**config.mk**
```make
export PLATFORM = sky130hd
export DESIGN_NAME = pstretch
export DESIGN_NICKNAME = d
export VERILOG_FILES = /design/src/rtl/pstretch.sv
export SDC_FILE = /design/constraint.sdc
export NUM_CORES = 1
export LEC_CHECK = 0
export CORE_AREA = 2 2 39 41
export DETAILED_ROUTE_END_ITERATION = 16
export DIE_AREA = 0 0 41 43
export GPL_TIMING_DRIVEN = 0
export SLEW_MARGIN = 20
export SYNTH_ARGS = -nofsm -noshare
export SYNTH_HDL_FRONTEND = slang
export SYNTH_SLANG_ARGS = --single-unit
```
**constraint.sdc**
```tcl
create_clock -name clk -period 1.78 [get_ports clk]
set_input_delay 0.178 -clock clk [delete_from_list [all_inputs] [get_ports clk]]
set_output_delay 0.178 -clock clk [all_outputs]
set_load 0.02 [all_outputs]
```
**src/rtl/pstretch.sv**
```systemverilog
// pstretch: pulse-to-level converter.
// A one-clock trigger on `in` produces a level on `l` that rises DELAY clocks
// after the sampling edge and stays high for WIDTH clocks. A one-clock pulse
// on `p` marks the falling edge of the level. A trigger that arrives while a
// sequence is running either restarts it (RETRIG=1) or is dropped and sets the
// sticky `ovr` flag (RETRIG=0). `clr` aborts everything and clears `ovr`.
module pstretch #(
  parameter int DELAY  = 0,   // clocks from trigger edge to level rise, 0..1023
  parameter int WIDTH  = 10,  // clocks the level stays high, 1..1023
  parameter int RETRIG = 0    // 1: retrigger restarts, 0: retrigger ignored + flagged
) (
  input  logic clk,
  input  logic reset,
  input  logic in,
  input  logic clr,
  output logic l,
  output logic p,
  output logic busy,
  output logic ovr
);

  // The counter only ever holds DELAY-1 or WIDTH-1, so max(DELAY, WIDTH) bits
  // of range is always enough.
  localparam int MAX_LEN = (DELAY > WIDTH) ? DELAY : WIDTH;
  localparam int CW      = $clog2(MAX_LEN + 1);

  typedef enum logic [1:0] {
    S_IDLE   = 2'd0,
    S_DELAY  = 2'd1,
    S_ACTIVE = 2'd2
  } state_t;

  // Where a fresh sequence begins: a zero delay skips straight to the level.
  localparam int       DLY_LOAD_I  = (DELAY > 0) ? DELAY - 1 : 0;
  localparam int       WID_LOAD_I  = (WIDTH > 0) ? WIDTH - 1 : 0;
  localparam logic [CW-1:0] DLY_LOAD = CW'(DLY_LOAD_I);
  localparam logic [CW-1:0] WID_LOAD = CW'(WID_LOAD_I);
  localparam state_t   START_STATE = (DELAY > 0) ? S_DELAY : S_ACTIVE;
  localparam logic [CW-1:0] START_CNT = (DELAY > 0) ? DLY_LOAD : WID_LOAD;
  localparam logic     START_L     = (DELAY > 0) ? 1'b0 : 1'b1;
  localparam logic     RETRIG_EN   = (RETRIG != 0);

  state_t        state_q;
  logic [CW-1:0] cnt_q;
  logic          l_q;
  logic          p_q;
  logic          busy_q;
  logic          ovr_q;

  // Sequencer: state, down-counter and all registered outputs in one place.
  always_ff @(posedge clk or posedge reset) begin
    if (reset) begin
      state_q <= S_IDLE;
      cnt_q   <= '0;
      l_q     <= 1'b0;
      p_q     <= 1'b0;
      busy_q  <= 1'b0;
      ovr_q   <= 1'b0;
    end else begin
      // The trailing-edge pulse lasts exactly one cycle unless re-armed below.
      p_q <= 1'b0;
      if (clr) begin
        // Abort wins over any trigger on the same edge; no trailing pulse.
        state_q <= S_IDLE;
        cnt_q   <= '0;
        l_q     <= 1'b0;
        busy_q  <= 1'b0;
        ovr_q   <= 1'b0;
      end else begin
        unique case (state_q)
          S_IDLE: begin
            if (in) begin
              state_q <= START_STATE;
              cnt_q   <= START_CNT;
              l_q     <= START_L;
              busy_q  <= 1'b1;
            end
          end

          S_DELAY: begin
            if (in && RETRIG_EN) begin
              // Restart: we are already in the delay phase, just reload.
              state_q <= START_STATE;
              cnt_q   <= START_CNT;
              l_q     <= START_L;
            end else begin
              if (in) begin
                ovr_q <= 1'b1;
              end
              if (cnt_q == '0) begin
                state_q <= S_ACTIVE;
                cnt_q   <= WID_LOAD;
                l_q     <= 1'b1;
              end else begin
                cnt_q <= cnt_q - 1'b1;
              end
            end
          end

          S_ACTIVE: begin
            if (cnt_q == '0) begin
              // Final edge of the level: always pulse, and a trigger on this
              // very edge is a legal back-to-back start, never an overrun.
              p_q <= 1'b1;
              if (in) begin
                state_q <= START_STATE;
                cnt_q   <= START_CNT;
                l_q     <= START_L;
                busy_q  <= 1'b1;
              end else begin
                state_q <= S_IDLE;
                l_q     <= 1'b0;
                busy_q  <= 1'b0;
              end
            end else if (in && RETRIG_EN) begin
              // Mid-level restart: level drops only if a delay phase follows.
              state_q <= START_STATE;
              cnt_q   <= START_CNT;
              l_q     <= START_L;
            end else begin
              if (in) begin
                ovr_q <= 1'b1;
              end
              cnt_q <= cnt_q - 1'b1;
            end
          end

          default: begin
            state_q <= S_IDLE;
            cnt_q   <= '0;
            l_q     <= 1'b0;
            busy_q  <= 1'b0;
          end
        endcase
      end
    end
  end

  assign l    = l_q;
  assign p    = p_q;
  assign busy = busy_q;
  assign ovr  = ovr_q;

endmodule

```
==> out/qor.txt, run 1 <==
placed instance area: 473 um2
VDD IR max: 350 uV
Layout Skew: 0.00390 ns
Finished Layout Cells: 65
DRC Markers: 0
setup bufs post-CTS: 0
Via density: 4.68
Final GP Congestion: 0.745
Final Hold Fails: 0
fin crit share: 0.943
row count: 14
WP data arrival: 1.86 ns
Register-to-Register Path Depth: 6
Iter 0 DRT Violations: 4
Worst-path clk slew: 0.05 ns
global route overflow: 0
worst path cell trace: inv_2 > ha_1 > or3b_1 > buf_2 > a211o_1 > a21oi_2
Clock power frac: 0.333
first drt pass iteration count: 4
Netlist cell types: 23
max-slew violations: 0
Comb power frac: 0.234
syn_nets: 44
total clock sinks: 7
CTS tree: yes
prevailing post-synth register cell: dfrtp_1
Post-Synth Adder-Cell Area: 0.0654
status: completed
# nets final: 56
Critical Path Fanout Max: 7
Area growth, synth to finish: 30.4%
clock root cell: clkbuf_4
Synth Area in Simple Gates: 0.190
Gate Count Post-Synth: 38
Starting Density: 0.277
setup TNS: 0 ns
via count: 304
Async SR Flop Fraction: 1.00
post-synthesis cell area: 383 um2
WL final: 703 um
Final Cell Area: 499 um2
post-synthesis mux area share: 0
reg2reg end: cnt_q[1]
placed cells: 61
Fmax achieved: 596 MHz
Slowest cell on crit path: dfrtp_1
Post-Syn Area per Cell: 10.1 um2
total number of yosys warnings: 0
largest family of logic cells by synthesized area: compound AO/OA/AOI/OAI gates
P_sw: 116 uW
Detail Route Antenna Nets: 0
I/O Pins: 8
worst slew pin tran: 0.390 ns
initial antenna violation count: 0
share of cells above drive strength 1: 0.163
synthesized flop and latch total: 7
Clock Tree Buf Depth: 2
fin crit period: 1.68 ns
PD cells: 845 nW/um2
Hold Path Class: input pin to async pin
Synth Area in XOR/XNOR: 0.0229
most area-hungry cell type in the Yosys netlist: dfrtp_1
crit path launch type: flop
worst r2r src: cnt_q[0]
H-Tree Depth: 1
TritonCTS Buffers: 3
Post-synth EDFFs: 0
top cells by area, synth: dfrtp_1 46%, ha_1 6.5%, nor2_1 4.9%, a211oi_1 3.9%, inv_1 2.9%
Final setup viols: 0
vias in the first global route: 253
Rel. slew slack: 0.740
worst skew pair latency: 0.25 ns
total global-route track usage: 0.0959
Final HPWL DP: 510 um
ant diodes: 0
largest net degree at the start of global routing: 11
core box area: 1380 um2
Die ar.: 1760 um2
CP delay by family, top: compound AO/OA/AOI/OAI gates
Pleak: 0.000213 uW
Setup CP Type: flop to flop
die height: 43 um
CP max stage delay: 0.41 ns
die width: 41 um
Synth Area in Compound Gates: 0.193
global-route wire length before repair: 1080 um
Worst EP required: 1.96 ns
Critical path buffers and inverters: 2
Max-Cap Viols: 0
Synth top area share: 0.458
internal power: 306 uW
Seq/Total Area, Yosys: 0.458
register share of total power: 0.432
RSZ-0062 raised after global routing: false
CP Capture Type: flop
sw frac: 0.276
IO buf count: 7
wire per inst: 10.8 um
r2r setup slk: 0.10 ns
==> what timing repair did <==
action | in CTS | in global routing
hold buffers | 0 | 0
endpoints found under the setup margin | 0 | 1
hold endpoints to repair | 0 | 0
resized for setup | 0 | 1
==> through the flow <==
step	worst slack [ns]	hold slack (ns)	total power, uW	util
after floorplan	0.186	-0.0186	250	-
after global placement	0.0943	0.430	284	0.342
after detailed placement	0.0824	0.451	284	0.342
after CTS	0.0697	0.180	431	0.361
after global routing	0.0231	0.208	449	0.361
final	0.102	0.165	422	0.361
==> cell usage after synthesis, drive strengths merged (2+ instances only) <==
| master | count |
|---|---|
| dfrtp | 7 |
| nor2 | 5 |
| a21oi | 3 |
| inv | 3 |
| a211oi | 2 |
| buf | 2 |
| ha | 2 |
==> worst register-to-register path, delay by kind of cell (launching register included) <==
kind,cells,cell delay (ns)
compound gates,2,0.44
fa+ha+maj,1,0.17
buf+inv,2,0.26
flops,1,0.41
simple gates,1,0.34
==> layout make-up <==
cell class / count / area (um2)
tap: 16 / 20.0
multi-input combinational: 25 / 180
sequential: 7 / 175
inverter: 3 / 11.3
timing repair buffer: 7 / 70.1
clock buffer: 4 / 26.3
fill: 144 / 885
buffer: 3 / 16.3
==> layer usage <==
| metal | vias up | track usage | share of wire |
|---|---|---|---|
| met1 | 141 | 0.114 | 0.50 |
| met2 | 8 | 0.131 | 0.45 |
| met3 | 0 | 0.0785 | 0.053 |
| met5 | - | 0 | 0 |
| li1 | 155 | - | - |
| met4 | 0 | 0.0200 | 0 |
==> power groups by stage <==
stage	Combinational (uW)	Sequential (uW)	Clock, uW
after floorplan	62.7	187	0
after global placement	99.4	184	0
after detailed placement	99.7	184	0
after CTS	100	182	149
after global routing	110	185	155
final	98.8	182	141
==> layout by cell type, fill, tap and decap left out, types with 2 or more instances in the layout <==
master	instances
dfrtp_1	7
clkbuf_1	2
clkdlybuf4s50_1	7
nor2_1	5
a211oi_1	2
ha_1	2
a21oi_1	2
inv_1	2
clkbuf_4	3
==> state kept, by name, summed over array words and instances (netlist names) <==
signal / cells
p: 1
l: 1
cnt_q: 4
ovr: 1
==> worst max-delay path by stage <==
stage,start,end,cells past startpoint
3_3_place_gp,cnt_q[0],cnt_q[1],6
4_1_cts,cnt_q[0],cnt_q[1],6
5_1_grt,cnt_q[0],cnt_q[1],6
3_5_place_dp,cnt_q[0],cnt_q[1],6
2_1_floorplan,cnt_q[0],cnt_q[1],6
6_report,cnt_q[0],cnt_q[1],6
==> cell families after synthesis <==
family / Yosys count
buf+inv: 6
flops: 7
xor+xnor: 1
compound gates: 10
simple gates: 12
fa+ha+maj: 2
(Power assumes the default switching activity.)
==> run 2, diff against run 1 <==
--- a/config.mk
+++ b/config.mk
@@ -9,6 +9,8 @@
 export DETAILED_ROUTE_END_ITERATION = 16
 export DIE_AREA = 0 0 41 43
 export GPL_TIMING_DRIVEN = 0
+export HOLD_SLACK_MARGIN = 0.15
+export MAX_ROUTING_LAYER = met4
 export SLEW_MARGIN = 20
 export SYNTH_ARGS = -nofsm -noshare
 export SYNTH_HDL_FRONTEND = slang
==> out/qor.txt, run 2 (synthesis gave the netlist of run 1 again) <==
status: completed
Iter 0 DRT Violations: 4
via count: 303
fin crit period: 1.68 ns
CP Capture Type: flop
CP max stage delay: 0.41 ns
Worst EP required: 1.96 ns
share of cells above drive strength 1: 0.163
fin crit share: 0.943
row count: 14
setup TNS: 0 ns
cts hold-fix bufs: 0
Starting Density: 0.277
Clock Tree Buf Depth: 2
VDD IR max: 349 uV
PD cells: 845 nW/um2
largest net degree at the start of global routing: 11
total global-route track usage: 0.0972
max-slew violations: 0
# nets final: 56
total clock sinks: 7
core box area: 1380 um2
H-Tree Depth: 1
Slowest cell on crit path: dfrtp_1
IO buf count: 7
initial antenna violation count: 0
Final GP Congestion: 0.755
Hold Path Class: input pin to async pin
CP delay by family, top: compound AO/OA/AOI/OAI gates
WP data arrival: 1.86 ns
vias in the first global route: 258
die height: 43 um
Rel. slew slack: 0.743
crit path launch type: flop
Final Hold Fails: 0
clock root cell: clkbuf_4
worst hold slack: 0.165 ns
ant diodes: 0
worst skew pair latency: 0.25 ns
DRC Markers: 0
Final setup viols: 0
Die ar.: 1760 um2
Via density: 4.66
Pleak: 0.000213 uW
# fillers: 144
largest reg by FF count: cnt_q
Worst-path clk slew: 0.05 ns
Largest register FFs: 4
worst path cell trace: inv_2 > ha_1 > or3b_1 > buf_2 > a211o_1 > a21oi_2
worst slew pin tran: 0.386 ns
RSZ-0062 raised after global routing: false
WL final: 708 um
overall power: 422 uW
setup bufs post-CTS: 0
Area growth, synth to finish: 30.4%
CTS tree: yes
wire per inst: 10.9 um
I/O Pins: 8
Final HPWL DP: 510 um
global route overflow: 0
Layout Skew: 0.00392 ns
die width: 41 um
first drt pass iteration count: 4
TritonCTS Buffers: 3
Detail Route Antenna Nets: 0
Critical Path Fanout Max: 7
Fmax achieved: 596 MHz
Max-Cap Viols: 0
Critical path buffers and inverters: 2
Setup CP Type: flop to flop
global-route wire length before repair: 1060 um
commonest non-fill, non-tap cells in the layout: 7 x dfrtp_1, 7 x clkdlybuf4s50_1, 5 x nor2_1
-- run 2: where the power goes --
group          switching (uW)  internal [uW]  total [uW]  leakage (uW)
registers                11.1            171         183     0.0000925
logic                    49.9           48.9        98.8      0.000106
clock network            55.4           85.3         141     0.0000150
-- run 2: final timing paths --
check	from	end	slack, ns	cells past startpoint
max in group asynchronous	reset	p	1.40	2
worst min register to register	ovr	ovr	0.51	2
worst max-delay path	cnt_q[0]	cnt_q[1]	0.10	6
worst max register to register	cnt_q[0]	cnt_q[1]	0.10	6
min in group clk	ovr	ovr	0.51	2
worst min-delay path	reset	l	0.17	2
-- run 2: cell type report --
class | count | area (um2) | share of cell area
well taps | 16 | 20.0 | 0.0401
repair buffers | 7 | 70.1 | 0.140
multi-input cells | 25 | 180 | 0.361
clock buffers | 4 | 26.3 | 0.0526
inverters | 3 | 11.3 | 0.0226
plain buffers | 3 | 16.3 | 0.0326
flip-flops and latches | 7 | 175 | 0.351
-- run 2: routing by layer --
| metal | global-route usage | vias up | routed length [um] | part of all wire |
|---|---|---|---|---|
| li1 | - | 155 | - | - |
| met1 | 0.111 | 140 | 358 | 0.51 |
| met2 | 0.131 | 8 | 312 | 0.44 |
| met3 | 0.0785 | 0 | 37 | 0.052 |
| met4 | 0.0200 | 0 | 0 | 0 |
| met5 | - | - | 0 | 0 |
-- run 2: per-stage QoR --
step	worst slack [ns]	cells	utilization	instance area, um2
final	0.101	65	0.361	499
after global routing	0.0305	65	0.361	499
after CTS	0.0697	65	0.361	499
after detailed placement	0.0824	61	0.342	473
after global placement	0.0943	61	0.342	473
after floorplan	0.186	38	-	383
-- run 2: timing repair --
| item | in CTS | in global routing |
|---|---|---|
| endpoints found under the hold margin | 0 | 0 |
| resized for setup | 0 | 1 |
| endpoints found under the setup margin | 0 | 1 |
==> RTL edit, RTL diff (config.mk and constraints of run 2) <==
Add an input register stage for `clr`, cleared by the reset; this delays it by one clock. The other inputs are not delayed to match.
--- a/src/rtl/pstretch.sv
+++ b/src/rtl/pstretch.sv
@@ -41,4 +41,14 @@
   localparam logic     RETRIG_EN   = (RETRIG != 0);
 
+  logic clr_q;
+
+  always_ff @(posedge clk or posedge reset) begin
+    if (reset) begin
+      clr_q <= '0;
+    end else begin
+      clr_q <= clr;
+    end
+  end
+
   state_t        state_q;
   logic [CW-1:0] cnt_q;
@@ -60,5 +70,5 @@
       // The trailing-edge pulse lasts exactly one cycle unless re-armed below.
       p_q <= 1'b0;
-      if (clr) begin
+      if (clr_q) begin
         // Abort wins over any trigger on the same edge; no trailing pulse.
         state_q <= S_IDLE;
Formal check against the unedited RTL: not equivalent (a bounded check fails within 4 cycles, from zero or initial values and one cycle with reset high).
==> RTL edit against run 2 <==
- via count is 8.3% higher
- setup slack better by 0.046 ns
- combinational power is 23% higher
- final area is 5.8% higher
- count of clock-buffer cells in the layout is 1 lower
- total power is 11% higher
- die area stayed put
- cell count stayed put
- sequential cell count is 1 higher
- routed wire length is 11% higher
- area after synthesis is 8.5% higher
- critical endpoint unchanged
==> RTL edit: results (changes against run 2) <==
Logic synthesis
  • Register area share after synthesis: 48.2% (was 45.8%)
  • Synth top area cells: dfrtp_1 48%, ha_1 6.0%, nor3b_1 5.4% (was dfrtp_1 46%, ha_1 6.5%, nor2_1 4.9%)
  • Syn_nets: 46 (was 44)
  • Compound-cell area share of the yosys netlist: 17.5% (was 19.3%)
  • Mean Syn Cell Area: 10.4 µm² (was 10.1 µm²)
  • FF+latch count, synth: 8 (was 7)
  • Commonest cells in the netlist: 8 x dfrtp_1, 3 x a31oi_1, 3 x inv_1, 3 x nor2_1, 3 x nor3b_1 (was 7 x dfrtp_1, 5 x nor2_1, 3 x inv_1)

Critical path
  • Worst path slowest cell: or3b_4 (was dfrtp_1)
  • CP Data Arrival Time: 1.82 ns (was 1.86 ns)

Routing
  • DRT Wirelength: 785 µm (was 708 µm)
  • Iteration-0 DRC Markers: 9 (was 4)
  • Met3 routed WL: 59 µm (was 37 µm)
  • WL/cell: 12.1 µm (was 10.9 µm)
  • Routed length on met1: 356 µm (was 358 µm)
  • Top sig layer: met3 (unchanged)
  • Met2 WL post-DR: 370 µm (was 312 µm)
  • Via count: 328 (was 303)

Pwr
  • Lkg Pwr: 0.221 nW (was 0.213 nW)
  • Max VDD drop: 0.000414 V (was 0.000349 V)

Place
  • Final GP Congestion: 0.732 (was 0.755)
  • Cells after DPL: 63 (was 61)
  • Hpwl dp: 552 µm (was 510 µm)
  • Pre-CTS setup slack: 0.0421 ns (was 0.0824 ns)
  • Cell Area, Placed: 505 µm² (was 473 µm²)

Final layout
  • Nets: 57 (was 56)
  • Area of the multi-input gates: 189 µm² (was 180 µm²)
  • Fraction of area in registers: 37.9% (was 35.1%)
  • Top reg by flops: cnt_q (unchanged)
  • Layout cell share with drive strength beyond 1: 20.4% (was 16.3%)
  • Syn-to-layout area delta: 27.1% (was 30.4%)
  • Flip-flop and latch count: 8 (was 7)
  • Clock buf/inv share: 4.27% (was 5.26%)

Timing
  • Layout Skew: 0.00583 ns (was 0.00392 ns)
  • Worst slew pin tran: 0.406 ns (was 0.386 ns)

GRT
  • Met2 Use GR: 15.6% (was 13.1%)
  • GRT Total Usage: 12.1% (was 9.72%)
  • Vias in the first global route: 308 (was 258)
  • First-pass GRT wire length: 1.34 mm (was 1.06 mm)
  • GR Util met1: 15.1% (was 11.1%)

Clocking
  • CTS buffer count: 3 (unchanged)

Status
  • Status: completed (unchanged)
RTL edit: cell types whose count changed after synthesis, moves of 2 or more:
cell | run 2 | this run
nor2_1 | 5 | 3
a31oi_1 | 1 | 3
a211oi_1 | 2 | 0
nor3b_1 | 1 | 3
RTL edit: power breakdown:
group / switching [mW] / total, mW / leakage, nW / internal [mW]
clock: 0.0574 / 0.134 / 0.0138 / 0.0769
combinational: 0.0603 / 0.122 / 0.104 / 0.0614
sequential: 0.0147 / 0.214 / 0.104 / 0.199
total: 0.132 / 0.470 / 0.221 / 0.338
RTL edit: final timing paths:
kind	start	endpoint	slack [ns]	cells past startpoint
setup reg to reg	cnt_q[0]	cnt_q[1]	0.15	5
min in group clk	clr	clr_q	0.37	1
max in group asynchronous	reset	clr_q	1.38	2
hold reg to reg	ovr	ovr	0.51	2
hold / removal	reset	l	0.16	2
setup / recovery	cnt_q[0]	cnt_q[1]	0.15	5
RTL edit: timing repair:
action                     in CTS  in global routing
buffers inserted                0                  0
setup endpoints to repair       0                  3
resized for setup               0                  4
